==> src/rtl/flappy_game_ctrl.sv <==
// Per-frame game sequencer for the flappy renderer: bird height/velocity,
// pipe scroll, pipe gap heights, score and IDLE/PLAY/DEAD state.
module flappy_game_ctrl #(
    parameter int GRAVITY     = 1,
    parameter int FLAP_VEL    = 8,
    parameter int MAX_FALL    = 10,
    parameter int SCROLL      = 2,
    parameter int PIPE_WRAP   = 345,
    parameter int Y_START     = 240,
    parameter int Y_MAX       = 440,
    parameter int SCORE_MAX   = 19,
    parameter int DEAD_FRAMES = 60
) (
    input  logic       dclk,
    input  logic       clr,
    input  logic       frame_tick,
    input  logic       flap,
    output logic [9:0] bird_coord,
    output logic [8:0] pipe_pos,
    output logic [7:0] pipe_array0,
    output logic [7:0] pipe_array1,
    output logic [4:0] score,
    output logic [1:0] game_state,
    output logic       game_over
);

    localparam int DW = $clog2(DEAD_FRAMES + 1);

    localparam logic signed [6:0]  VEL_FLAP   = 7'(FLAP_VEL);
    localparam logic signed [6:0]  VEL_GRAV   = 7'(GRAVITY);
    localparam logic signed [6:0]  VEL_FLOOR  = 7'(-MAX_FALL);
    localparam logic signed [10:0] Y_MAX_S    = 11'(Y_MAX);
    localparam logic [9:0]         BIRD_RST   = 10'(Y_START);
    localparam logic [9:0]         SCROLL_W   = 10'(SCROLL);
    localparam logic [9:0]         WRAP_W     = 10'(PIPE_WRAP);
    localparam logic [8:0]         WRAP_9     = 9'(PIPE_WRAP);
    localparam logic [4:0]         SCORE_SAT  = 5'(SCORE_MAX);
    localparam logic [DW-1:0]      DEAD_LIMIT = DW'(DEAD_FRAMES);
    localparam logic [7:0]         GAP_RST    = 8'd100;
    localparam logic [7:0]         LFSR_SEED  = 8'hA5;

    typedef enum logic [1:0] {
        IDLE = 2'd0,
        PLAY = 2'd1,
        DEAD = 2'd2
    } state_t;

    state_t             state, state_nxt;
    logic signed [5:0]  vel, vel_nxt;
    logic [9:0]         bird_nxt;
    logic [8:0]         pipe_nxt;
    logic [7:0]         pa0_nxt, pa1_nxt;
    logic [4:0]         score_nxt;
    logic [DW-1:0]      dead_cnt, dead_nxt;
    logic [7:0]         lfsr, lfsr_nxt;
    logic               flap_d, flap_pend, pend_nxt;

    logic               rise, pend_eff, hit, in_window;
    logic signed [6:0]  vel_ext, vel_dec, vel_sat, vel_new;
    logic signed [10:0] bird_sum;
    logic [9:0]         bird_clamped;
    logic [9:0]         pipe_sum;
    logic [10:0]        top_dist, top_ref, bot_dist, bot_ref;

    assign rise     = flap & ~flap_d;
    assign pend_eff = flap_pend | rise;

    // Collision is judged on the registered values, before this frame's update.
    always_comb begin
        top_dist  = 11'd460 - {1'b0, bird_coord};
        top_ref   = {3'b000, pipe_array0} + 11'd75;
        bot_dist  = 11'd500 - {1'b0, bird_coord};
        bot_ref   = {3'b000, pipe_array0} + 11'd215;
        in_window = (pipe_pos >= 9'd156) && (pipe_pos <= 9'd254);
        hit       = (bird_coord == 10'd0) ||
                    (in_window && ((top_dist <= top_ref) || (bot_dist >= bot_ref)));
    end

    always_comb begin
        vel_ext  = {vel[5], vel};
        vel_dec  = vel_ext - VEL_GRAV;
        vel_sat  = (vel_dec < VEL_FLOOR) ? VEL_FLOOR : vel_dec;
        vel_new  = pend_eff ? VEL_FLAP : vel_sat;
        bird_sum = signed'({1'b0, bird_coord}) + signed'({{4{vel_new[6]}}, vel_new});
        if (bird_sum < 11'sd0) begin
            bird_clamped = '0;
        end else if (bird_sum > Y_MAX_S) begin
            bird_clamped = 10'(Y_MAX);
        end else begin
            bird_clamped = bird_sum[9:0];
        end
        pipe_sum = {1'b0, pipe_pos} + SCROLL_W;
    end

    always_comb begin
        state_nxt = state;
        vel_nxt   = vel;
        bird_nxt  = bird_coord;
        pipe_nxt  = pipe_pos;
        pa0_nxt   = pipe_array0;
        pa1_nxt   = pipe_array1;
        score_nxt = score;
        dead_nxt  = dead_cnt;
        pend_nxt  = flap_pend;
        lfsr_nxt  = {lfsr[6:0], lfsr[7] ^ lfsr[5] ^ lfsr[4] ^ lfsr[3]};
        if (lfsr_nxt == 8'h00) begin
            lfsr_nxt = LFSR_SEED;
        end

        unique case (state)
            IDLE: begin
                if (rise) begin
                    state_nxt = PLAY;
                    score_nxt = '0;
                    pend_nxt  = 1'b1;
                end
            end

            PLAY: begin
                pend_nxt = pend_eff;
                if (frame_tick) begin
                    pend_nxt = 1'b0;
                    if (hit) begin
                        state_nxt = DEAD;
                        dead_nxt  = '0;
                    end else begin
                        vel_nxt  = vel_new[5:0];
                        bird_nxt = bird_clamped;
                        if (pipe_sum >= WRAP_W) begin
                            pipe_nxt = pipe_sum[8:0] - WRAP_9;
                            pa1_nxt  = pipe_array0;
                            pa0_nxt  = 8'd40 + {1'b0, lfsr[6:0]};
                        end else begin
                            pipe_nxt = pipe_sum[8:0];
                        end
                        // Scoring looks at the unwrapped sum so a pass is never missed at the seam.
                        if ((pipe_pos < 9'd255) && (pipe_sum >= 10'd255)) begin
                            score_nxt = (score >= SCORE_SAT) ? SCORE_SAT : score + 5'd1;
                        end
                    end
                end
            end

            DEAD: begin
                pend_nxt = 1'b0;
                if (rise && (dead_cnt == DEAD_LIMIT)) begin
                    state_nxt = IDLE;
                    vel_nxt   = '0;
                    bird_nxt  = BIRD_RST;
                    pipe_nxt  = '0;
                    pa0_nxt   = GAP_RST;
                    pa1_nxt   = GAP_RST;
                    score_nxt = '0;
                    dead_nxt  = '0;
                    lfsr_nxt  = LFSR_SEED;
                end else if (frame_tick && (dead_cnt != DEAD_LIMIT)) begin
                    dead_nxt = dead_cnt + 1'b1;
                end
            end

            default: begin
                state_nxt = IDLE;
            end
        endcase
    end

    always_ff @(posedge dclk or posedge clr) begin
        if (clr) begin
            state       <= IDLE;
            vel         <= '0;
            bird_coord  <= BIRD_RST;
            pipe_pos    <= '0;
            pipe_array0 <= GAP_RST;
            pipe_array1 <= GAP_RST;
            score       <= '0;
            game_over   <= 1'b0;
            dead_cnt    <= '0;
            flap_d      <= 1'b0;
            flap_pend   <= 1'b0;
            lfsr        <= LFSR_SEED;
        end else begin
            state       <= state_nxt;
            vel         <= vel_nxt;
            bird_coord  <= bird_nxt;
            pipe_pos    <= pipe_nxt;
            pipe_array0 <= pa0_nxt;
            pipe_array1 <= pa1_nxt;
            score       <= score_nxt;
            game_over   <= (state_nxt == DEAD);
            dead_cnt    <= dead_nxt;
            flap_d      <= flap;
            flap_pend   <= pend_nxt;
            lfsr        <= lfsr_nxt;
        end
    end

    assign game_state = state;

endmodule

==> config.mk <==
export PLATFORM = sky130hd
export DESIGN_NAME = flappy_game_ctrl
export DESIGN_NICKNAME = d
export VERILOG_FILES = /design/src/rtl/flappy_game_ctrl.sv
export SDC_FILE = /design/constraint.sdc
export NUM_CORES = 1
export LEC_CHECK = 0
export ABC_AREA = 0
export CAP_MARGIN = 20
export CORE_ASPECT_RATIO = 0.9
export CORE_MARGIN = 4
export CORE_UTILIZATION = 50
export CTS_CLUSTER_SIZE = 24
export DETAILED_ROUTE_END_ITERATION = 10
export GPL_TIMING_DRIVEN = 0
export PLACE_DENSITY = 0.85
export SYNTH_ARGS = -nofsm -noshare
export SYNTH_HDL_FRONTEND = slang
export SYNTH_SLANG_ARGS = --single-unit
==> constraint.sdc <==
create_clock -name dclk -period 3.7 [get_ports dclk]
set_input_delay 0.74 -clock dclk [delete_from_list [all_inputs] [get_ports dclk]]
set_output_delay 0.74 -clock dclk [all_outputs]
set_load 0.02 [all_outputs]
=== Yosys cells after proc, flatten, opt, wreduce, memory -nomap -nowiden ===
Cells that the tools add are included.
Widths: inputs -> output; s select.

* Register bits after elaboration: 65
* Memories: 0
* Memory bits (read-only): 0
* Word-level logic and storage cells: 119
* Memory bits (writable): 0
* Latch bits: 0
* Output and inout bits: 43

* $lt $le $gt $ge: 11
* Bitwise operators: 6
* Eq/ne operators: 13
* Reduce and logical (&&, ||, !) cells: 17
* Shift operators: 0
* Add/subtract/negate cells: 11
* Multipliers: 0
* Divide/modulo/power cells: 0
* Muxes and demuxes: 49

{| class="wikitable"
|+ Operators by type and width
! cell !! number
|-
| $mux 8 || 10
|-
| $mux 10 || 5
|-
| $mux 6 || 7
|-
| $mux 9 || 4
|-
| $pmux 8 s2 || 2
|-
| $mux 5 || 6
|-
| $pmux 6 s2 || 2
|-
| $sub 9x10->11 const A || 2
|-
| $pmux 10 s2 || 1
|-
| $pmux 9 s2 || 1
|-
| $pmux 5 s3 || 1
|-
| $mux 7 || 2
|-
| $ne 2x2->1 const B || 7
|-
| $add 11x7->11 || 1
|-
| $ge 11x9->1 || 1
|-
| $gt 11x10->1 const B || 1
|-
| $le 11x9->1 || 1
|-
| $lt 11x1->1 const B || 1
|-
| $add 9x2->10 const B || 1
|-
| $ge 10x8->1 const B || 1
|-
| $ge 10x9->1 const B || 1
|-
| $logic_not 10->1 || 1
|-
| $add 8x7->9 const B || 1
|-
| $add 8x8->9 const B || 1
|-
| other kinds (33) || 46
|}

=== Logic depth before layout (Yosys ltp) ===
Gate-level depths: netlist of the first run.

* Depth after elaboration: 11
* Gate-level depth with buffers: 20
* Depth with buffers taken out: 19

=== Worst setup path after synthesis of the first run ===
No wires, ideal clock.

* Path type: reg2reg
* Start: register vel[0]
* End: register bird_coord[2]
* Setup time: 110 ps
* Period minus slack after synthesis: 3965 ps
* Arrival: 3854 ps
* Path buffers: 1
* Stages on the path, launching flop included: 20
* Slack: -265 ps
* Path through: dfrtp_1 inv_1 ha_1 clkbuf_1 nor4_1 o21ai_0 o21ai_0 a32oi_1 ha_1 nor3_1 ha_1 fa_1 a41oi_1 o21ai_0 a21oi_1 o2111ai_1 a21oi_1 xor2_1 nand2_1 o41ai_1

* Longest elaborated chain between the ends: 11

{| class="wikitable"
|+ RTL lines
! what !! RTL line !! RTL
|-
| from (decl) || 49 || <nowiki>logic signed [5:0] vel, vel_nxt;</nowiki>
|-
| from (signal assigned) || 183 || <nowiki>vel <= vel_nxt;</nowiki>
|-
| $sub 6x2->7 (*) || 81 || <nowiki>vel_dec = vel_ext - VEL_GRAV;</nowiki>
|-
| $lt 7x5->1 || 82 || <nowiki>vel_sat = (vel_dec < VEL_FLOOR) ? VEL_FLOOR : vel_dec;</nowiki>
|-
| $mux 7 (*) || 82 ||
|-
| $mux 7 (*) || 83 || <nowiki>vel_new = pend_eff ? VEL_FLAP : vel_sat;</nowiki>
|-
| $add 11x7->11 (*) || 84 || <nowiki>bird_sum = signed'({1'b0, bird_coord}) + signed'({{4{vel_new[6]}}, vel_new});</nowiki>
|-
| $gt 11x10->1 || 87 || <nowiki>end else if (bird_sum > Y_MAX_S) begin</nowiki>
|-
| $mux 10 || 87 ||
|-
| $mux 10 (*) || 85 || <nowiki>if (bird_sum < 11'sd0) begin</nowiki>
|-
| $mux 10 (*) || 123 || <nowiki>if (hit) begin</nowiki>
|-
| $mux 10 (*) || 121 || <nowiki>if (frame_tick) begin</nowiki>
|-
| $pmux 10 s2 (*) || 110 || <nowiki>unique case (state)</nowiki>
|-
| to (signal assigned) || 184 || <nowiki>bird_coord <= bird_nxt;</nowiki>
|-
| to (decl) || 18 || <nowiki>output logic [9:0] bird_coord,</nowiki>
|}

Mark *: on every way between the ends. The rest lies on a longest branch, timed or not. The select of a mux whose other input is x is not followed.
A chain may end at the register's enable or synchronous reset.

=== Final worst setup path of the first run ===
* Start: register vel[0]
* End: register bird_coord[3]

The elaborated chain is that of the path after synthesis.

==> flow_metrics.tcl, run 1 <==
set metrics [dict create \
    synth-async-reset-ratio_pct 100 \
    diodes 0 \
    ys.flop_type "dfrtp_1" \
    post-place-ws_ps -673 \
    drt_iter0_drc 621 \
    gp_congestion 0.933 \
    clock_skew_ps 9.97 \
    drv_cap 0 \
    core_um2 10300 \
    avgRoutedWirePerCell_um 18.7 \
    dieWidth_um 117 \
    crit_family "compound AO/OA/AOI/OAI gates" \
    cts.path.max_buffers 2 \
    syn_area_um2 5310 \
    drcViolationCount 0 \
    cp-start-kind "flop" \
    initial_core_util_pct 51.6 \
    slew-limit-headroom_pct 42.9 \
    synth_cell_types 80 \
    rows 35 \
    vias 5185 \
    die_h_um 106 \
    worst_slack_ps -521 \
    power.share.clock_pct 12.2 \
    final_common_cell "clkdlybuf4s50_1" \
    avgSynthCellArea_um2 8.61 \
    synthCells 616 \
    cts_hold_buffers 0 \
    hp-class "reg -> reg" \
    ios 47 \
    final.period_utilization_pct 114 \
    crit_buf_inv 3 \
    avgViaCountPerCell 6.25 \
    grt_pass1_wl_um 24200 \
    clkTransAtPathRegs_ps 60 \
    wl_um 15500 \
    drive_above_1_share_pct 24.7 \
    fin_nets 746 \
    ys.warnings.count 0 \
    ys_seq_elements 65 \
    grt_max_degree 41 \
    crit_chain "or2_4, o21a_1, o21ai_1, o21ai_1, a32oi_1, ha_2, inv_4, a21oi_1, ha_1, inv_1, o21ai_4, a31oi_4, o31ai_2, xor2_1, o311a_1, nand2b_4, buf_4, o21a_1" \
    outcome "finished, violations left" \
    violations "setup timing" \
    cp.arrival_ps 4490 \
    synth_edf_count 0 \
    required_ps 3970 \
    die_area_um2 12300 \
    peakVddDrop_v 0.000645 \
    hpwl_um 10500 \
    finalHoldViolations 0 \
    rsz0062_at_grt "true" \
    fmax_mhz 237 \
    path_class "reg -> reg" \
    antenna_found_initial 0 \
    ys_seq_area_share_pct 31.0 \
    power_leakage_nw 2.94 \
    io_buffer_count 46 \
    p_per_area_nw_per_um2 1040 \
    cts_tree "done" \
    min_period_ps 4220 \
    dr.pass1.iters 7 \
    htreeDepth 3 \
    final_cell_mix "46 x clkdlybuf4s50_1, 45 x dfrtp_1, 39 x nand2_1" \
    seqPwrFrac_pct 16.6 \
    cts_sinks 65 \
    grt.overflow.total 0 \
    p_sw_mw 3.55 \
    grt_usage_pct 24.2 \
    internal-power_mw 3.63 \
    synthesis.nets 667 \
    numCtsBuffers 9 \
    clock_latency_ps 340 \
    critPathCaptureType "flop" \
    tightest_slew_ps 851 \
    root_buffer "clkbuf_16" \
    p_sw_share_pct 49.5 \
    fillers 760 \
    grt_pass1_vias 5072 \
    slew_violations 0 \
    slowest_stage "dfrtp_1" \
    cp_max_fo 5 \
    areaGrowthSynthToFinish_pct 30.5 \
    setup_viol 9 \
    setup_tns_ps -3920 \
    cpPeakStageDelay_ps 410 \
    antenna_left 0 \
    combPwrFrac_pct 71.2 \
]
[cell type report]
| type | count | area [um2] | share of cell area (%) |
|---|---|---|---|
| multi-input combinational | 484 | 3840 | 55.5 |
| sequential | 65 | 1650 | 23.9 |
| timing repair buffer | 74 | 688 | 9.94 |
| clock buffer | 10 | 239 | 3.45 |
| tap | 129 | 161 | 2.33 |
| inverter | 40 | 153 | 2.20 |
| buffer | 21 | 120 | 1.74 |
| clock inverter | 6 | 66.3 | 0.958 |
[flip-flops by register name, indices dropped and copies added, names as in the netlist]
signal and count:
pipe_array0 8, dead_cnt 6, flap_d 1, vel 6, game_over 1, bird_coord 10
flap_pend 1, score 5, lfsr 8, pipe_array1 8, pipe_pos 9, game_state 2
[worst register-to-register path: stages, from the launching register on]
cell      delay (ps)
dfrtp_1          410
or2_4            290
o21a_1           200
o21ai_1          150
o21ai_1           90
a32oi_1          180
ha_2             350
inv_4            110
a21oi_1          110
ha_1             380
inv_1            140
o21ai_4          290
a31oi_4          140
o31ai_2          320
xor2_1           290
o311a_1          260
nand2b_4         160
buf_4            150
o21a_1           130
[stage by stage]
step | utilization, % | hold WS [ps] | instance area (um2) | total power, mW | cells
floorplan | - | 442 | 5340 | 3.96 | 616
global placement | 57.9 | 465 | 5960 | 4.80 | 791
detailed placement | 58.1 | 489 | 5980 | 4.97 | 792
CTS | 62.9 | 502 | 6470 | 6.24 | 814
global route | 67.3 | 543 | 6920 | 7.60 | 829
finish | 67.3 | 506 | 6920 | 7.18 | 829
[cell families after synthesis]
| kind of cell | synth area share [%] |
|---|---|
| compound gates | 24.0 |
| xor+xnor | 6.77 |
| fa+ha+maj | 11.2 |
| buf+inv | 5.21 |
| flops | 31.0 |
| mux | 0.755 |
| simple gates | 21.1 |
[timing repair]
action	in CTS	in global routing
cloned	0	1
gates resized for setup	32	77
pin swaps	20	23
setup endpoints to repair	49	50
buffers inserted	9	17
[metal layers]
layer  wire length, um  vias up  GRT usage [%]
met5                 0        -              0
met3              1100       41           5.80
met2              7660      242           39.6
li1                  -     2401              -
met1              6400     2501           31.5
met4               348        0           7.29
[power groups by stage]
| stage | clock network [mW] | logic [mW] | registers (mW) |
|---|---|---|---|
| global placement | 0 | 3.65 | 1.15 |
| detailed placement | 0 | 3.80 | 1.17 |
| global route | 0.916 | 5.47 | 1.22 |
| finish | 0.875 | 5.11 | 1.19 |
| floorplan | 0 | 2.71 | 1.26 |
| CTS | 0.879 | 4.19 | 1.17 |
[final timing paths]
check	startpoint	to	slack, ps	cells after the start
worst min-delay path	dead_cnt[4]	dead_cnt[4]	510	1
max in group asynchronous	clr	bird_coord[7]	2240	3
worst min register to register	dead_cnt[4]	dead_cnt[4]	510	1
worst max-delay path	vel[0]	bird_coord[3]	-520	18
min in group asynchronous	clr	lfsr[4]	780	2
worst max register to register	vel[0]	bird_coord[3]	-520	18
[Yosys cell counts (6+ instances only)]
library cell  instances  share of area [%]
a21oi_1              38                3.6
a22o_1               10                1.7
and2_1               10                1.2
and3_1                7               0.83
buf_2                11                1.0
clkbuf_1             12               0.85
dfrtp_1              51                 24
dfstp_2              14                6.9
ha_1                 46                 11
inv_1                40                2.8
nand2_1              41                2.9
nand2b_1             12                1.4
nand3_1              35                3.3
nor2_1               45                3.2
nor2b_1              10                1.2
nor3_1               11                1.0
o21a_1                7               0.99
o21ai_0              36                3.4
o31ai_1               9                1.3
o41ai_1               6               0.99
or2_2                 6               0.71
xnor2_1              23                3.8
xor2_1               18                3.0
Note: power is estimated with default switching activity, not from simulation.
==> run 2, diff against run 1 <==
Settings changed: CORE_UTILIZATION 50 to 30, PLACE_DENSITY 0.85 to 0.61.
==> flow_metrics.tcl, run 2 (same netlist as run 1, synthesis figures left out) <==
set metrics [dict create \
    outcome "finished, violations left" \
    violations "setup timing" \
    postPlaceCellArea_um2 6100 \
    avgViaCountPerCell 5.22 \
    final_cell_mix "48 x dfrtp_1, 46 x clkdlybuf4s50_1, 40 x nor2_1, 40 x nand2_1, 40 x ha_1" \
    clkTransAtPathRegs_ps 60 \
    largest_reg_flops 10 \
    tightest_slew_ps 814 \
    drt_iter0_drc 325 \
    path_class "reg -> reg" \
    vias 4842 \
    min_period_ps 4070 \
    drcViolationCount 0 \
    grt_usage_pct 14.7 \
    areaGrowthSynthToFinish_pct 30.0 \
    io_buffer_count 46 \
    layoutNonFillerInstCount 928 \
    final.period_utilization_pct 110 \
    htreeDepth 3 \
    diodes 0 \
    final_area_um2 6900 \
    core_um2 17100 \
    cp-start-kind "flop" \
    wl_met1_um 7420 \
    numCtsBuffers 9 \
    dieWidth_um 148 \
    fin_nets 739 \
    drv_cap 0 \
    top_regs "bird_coord x10, pipe_pos x9" \
    cp.arrival_ps 4310 \
    gp_congestion 0.891 \
    antenna_found_initial 0 \
    dr_wl_met2_um 6840 \
    grt_pass1_wl_um 23900 \
    wl_um 15000 \
    antenna_left 0 \
    cts_sinks 65 \
    cts.path.max_buffers 2 \
    cts_tree "done" \
    dr.pass1.iters 5 \
    grt_max_degree 66 \
    ios 47 \
    hp-class "reg -> reg" \
    finalHoldViolations 0 \
    setup_viol 9 \
    fmax_mhz 246 \
    drive_above_1_share_pct 20.8 \
    die_h_um 134 \
    power_leakage_nw 2.88 \
    routed-wl-met3_um 652 \
    fillers 1736 \
    maxUsedRoutingLayer "met4" \
    peakVddDrop_v 0.000486 \
    grt_pass1_vias 4623 \
    die_area_um2 19900 \
    top_register "bird_coord" \
    critPathCaptureType "flop" \
    dp_cells 897 \
    root_buffer "clkbuf_16" \
    clock_skew_ps 10.9 \
    initial_core_util_pct 31.0 \
    hpwl_um 10500 \
    final_common_cell "dfrtp_1" \
    rsz0062_at_grt "true" \
    avgRoutedWirePerCell_um 16.2 \
    p_per_area_nw_per_um2 1010 \
    slew_violations 0 \
    slew-limit-headroom_pct 45.7 \
    worst_slack_ps -369 \
    required_ps 3940 \
    rows 45 \
    cts_hold_buffers 0 \
    grt.overflow.total 0 \
    clock_latency_ps 350 \
    cp_max_fo 7 \
]
-- run 2: cell count changes in the layout (fill, tap and decap cells not counted), moves of 3 or more --
cell / delta
o21ai_0: +3
buf_4: -10
dfrtp_2: -3
clkbuf_1: +4
dfrtp_1: +3
-- run 2: worst paths after layout --
| kind | start | slack (ps) | to | depth (start not counted) |
|---|---|---|---|---|
| max | vel[0] | -370 | bird_coord[0] | 18 |
| min | dead_cnt[5] | 480 | dead_cnt[5] | 1 |
| max reg2reg | vel[0] | -370 | bird_coord[0] | 18 |
| min reg2reg | dead_cnt[5] | 480 | dead_cnt[5] | 1 |
| max in group asynchronous | clr | 2200 | bird_coord[0] | 2 |
| min in group asynchronous | clr | 900 | lfsr[6] | 2 |
-- run 2: stage by stage --
stage | power (mW) | hold slack, ps | setup TNS (ps) | utilization (%) | setup WS [ps]
6_report | 6.97 | 480 | -2510 | 40.3 | -369
5_1_grt | 7.49 | 514 | -8740 | 40.3 | -554
4_1_cts | 6.44 | 482 | -8660 | 38.9 | -283
3_5_place_dp | 4.99 | 474 | -12170 | 35.6 | -661
3_3_place_gp | 4.98 | 466 | -11520 | 35.6 | -637
2_1_floorplan | 3.96 | 442 | -109 | - | -27.7
-- run 2: final cells by class --
cell class,count,area (um2),area share (%)
tap,235,294,4.26
timing repair buffer,64,604,8.76
inverter,40,153,2.21
buffer,24,131,1.90
sequential,65,1650,23.9
multi-input combinational,484,3750,54.3
clock inverter,6,91.3,1.32
clock buffer,10,229,3.32
-- run 2: repair_timing --
item / CTS / global route
resized for setup: 32 / 49
setup endpoints to repair: 49 / 53
pin swaps: 21 / 20
gates cloned: 0 / 1
buffers inserted: 12 / 5
-- run 2: routing by layer --
layer	vias up	track usage (%)
met2	103	23.5
met3	13	3.04
met5	-	0
met4	0	3.13
li1	2399	-
met1	2327	20.8
-- run 2: critical path: stages (launching register included) --
cell	delay [ps]
dfrtp_1	400
inv_2	70
ha_4	200
nor4_4	270
o21ai_1	90
o21ai_1	90
a32oi_1	70
ha_1	390
nor3_4	80
ha_4	180
fa_2	410
a41oi_2	240
o21ai_4	130
a21oi_1	330
o31ai_2	110
xor2_1	180
o311a_1	170
nand2b_4	190
o41ai_4	350
-- run 2: power by group --
| part | switching [mW] | total, mW | leakage [nW] | internal [mW] |
|---|---|---|---|---|
| Combinational | 2.76 | 4.83 | 1.94 | 2.07 |
| Sequential | 0.268 | 1.19 | 0.802 | 0.927 |
| Clock | 0.350 | 0.943 | 0.145 | 0.592 |
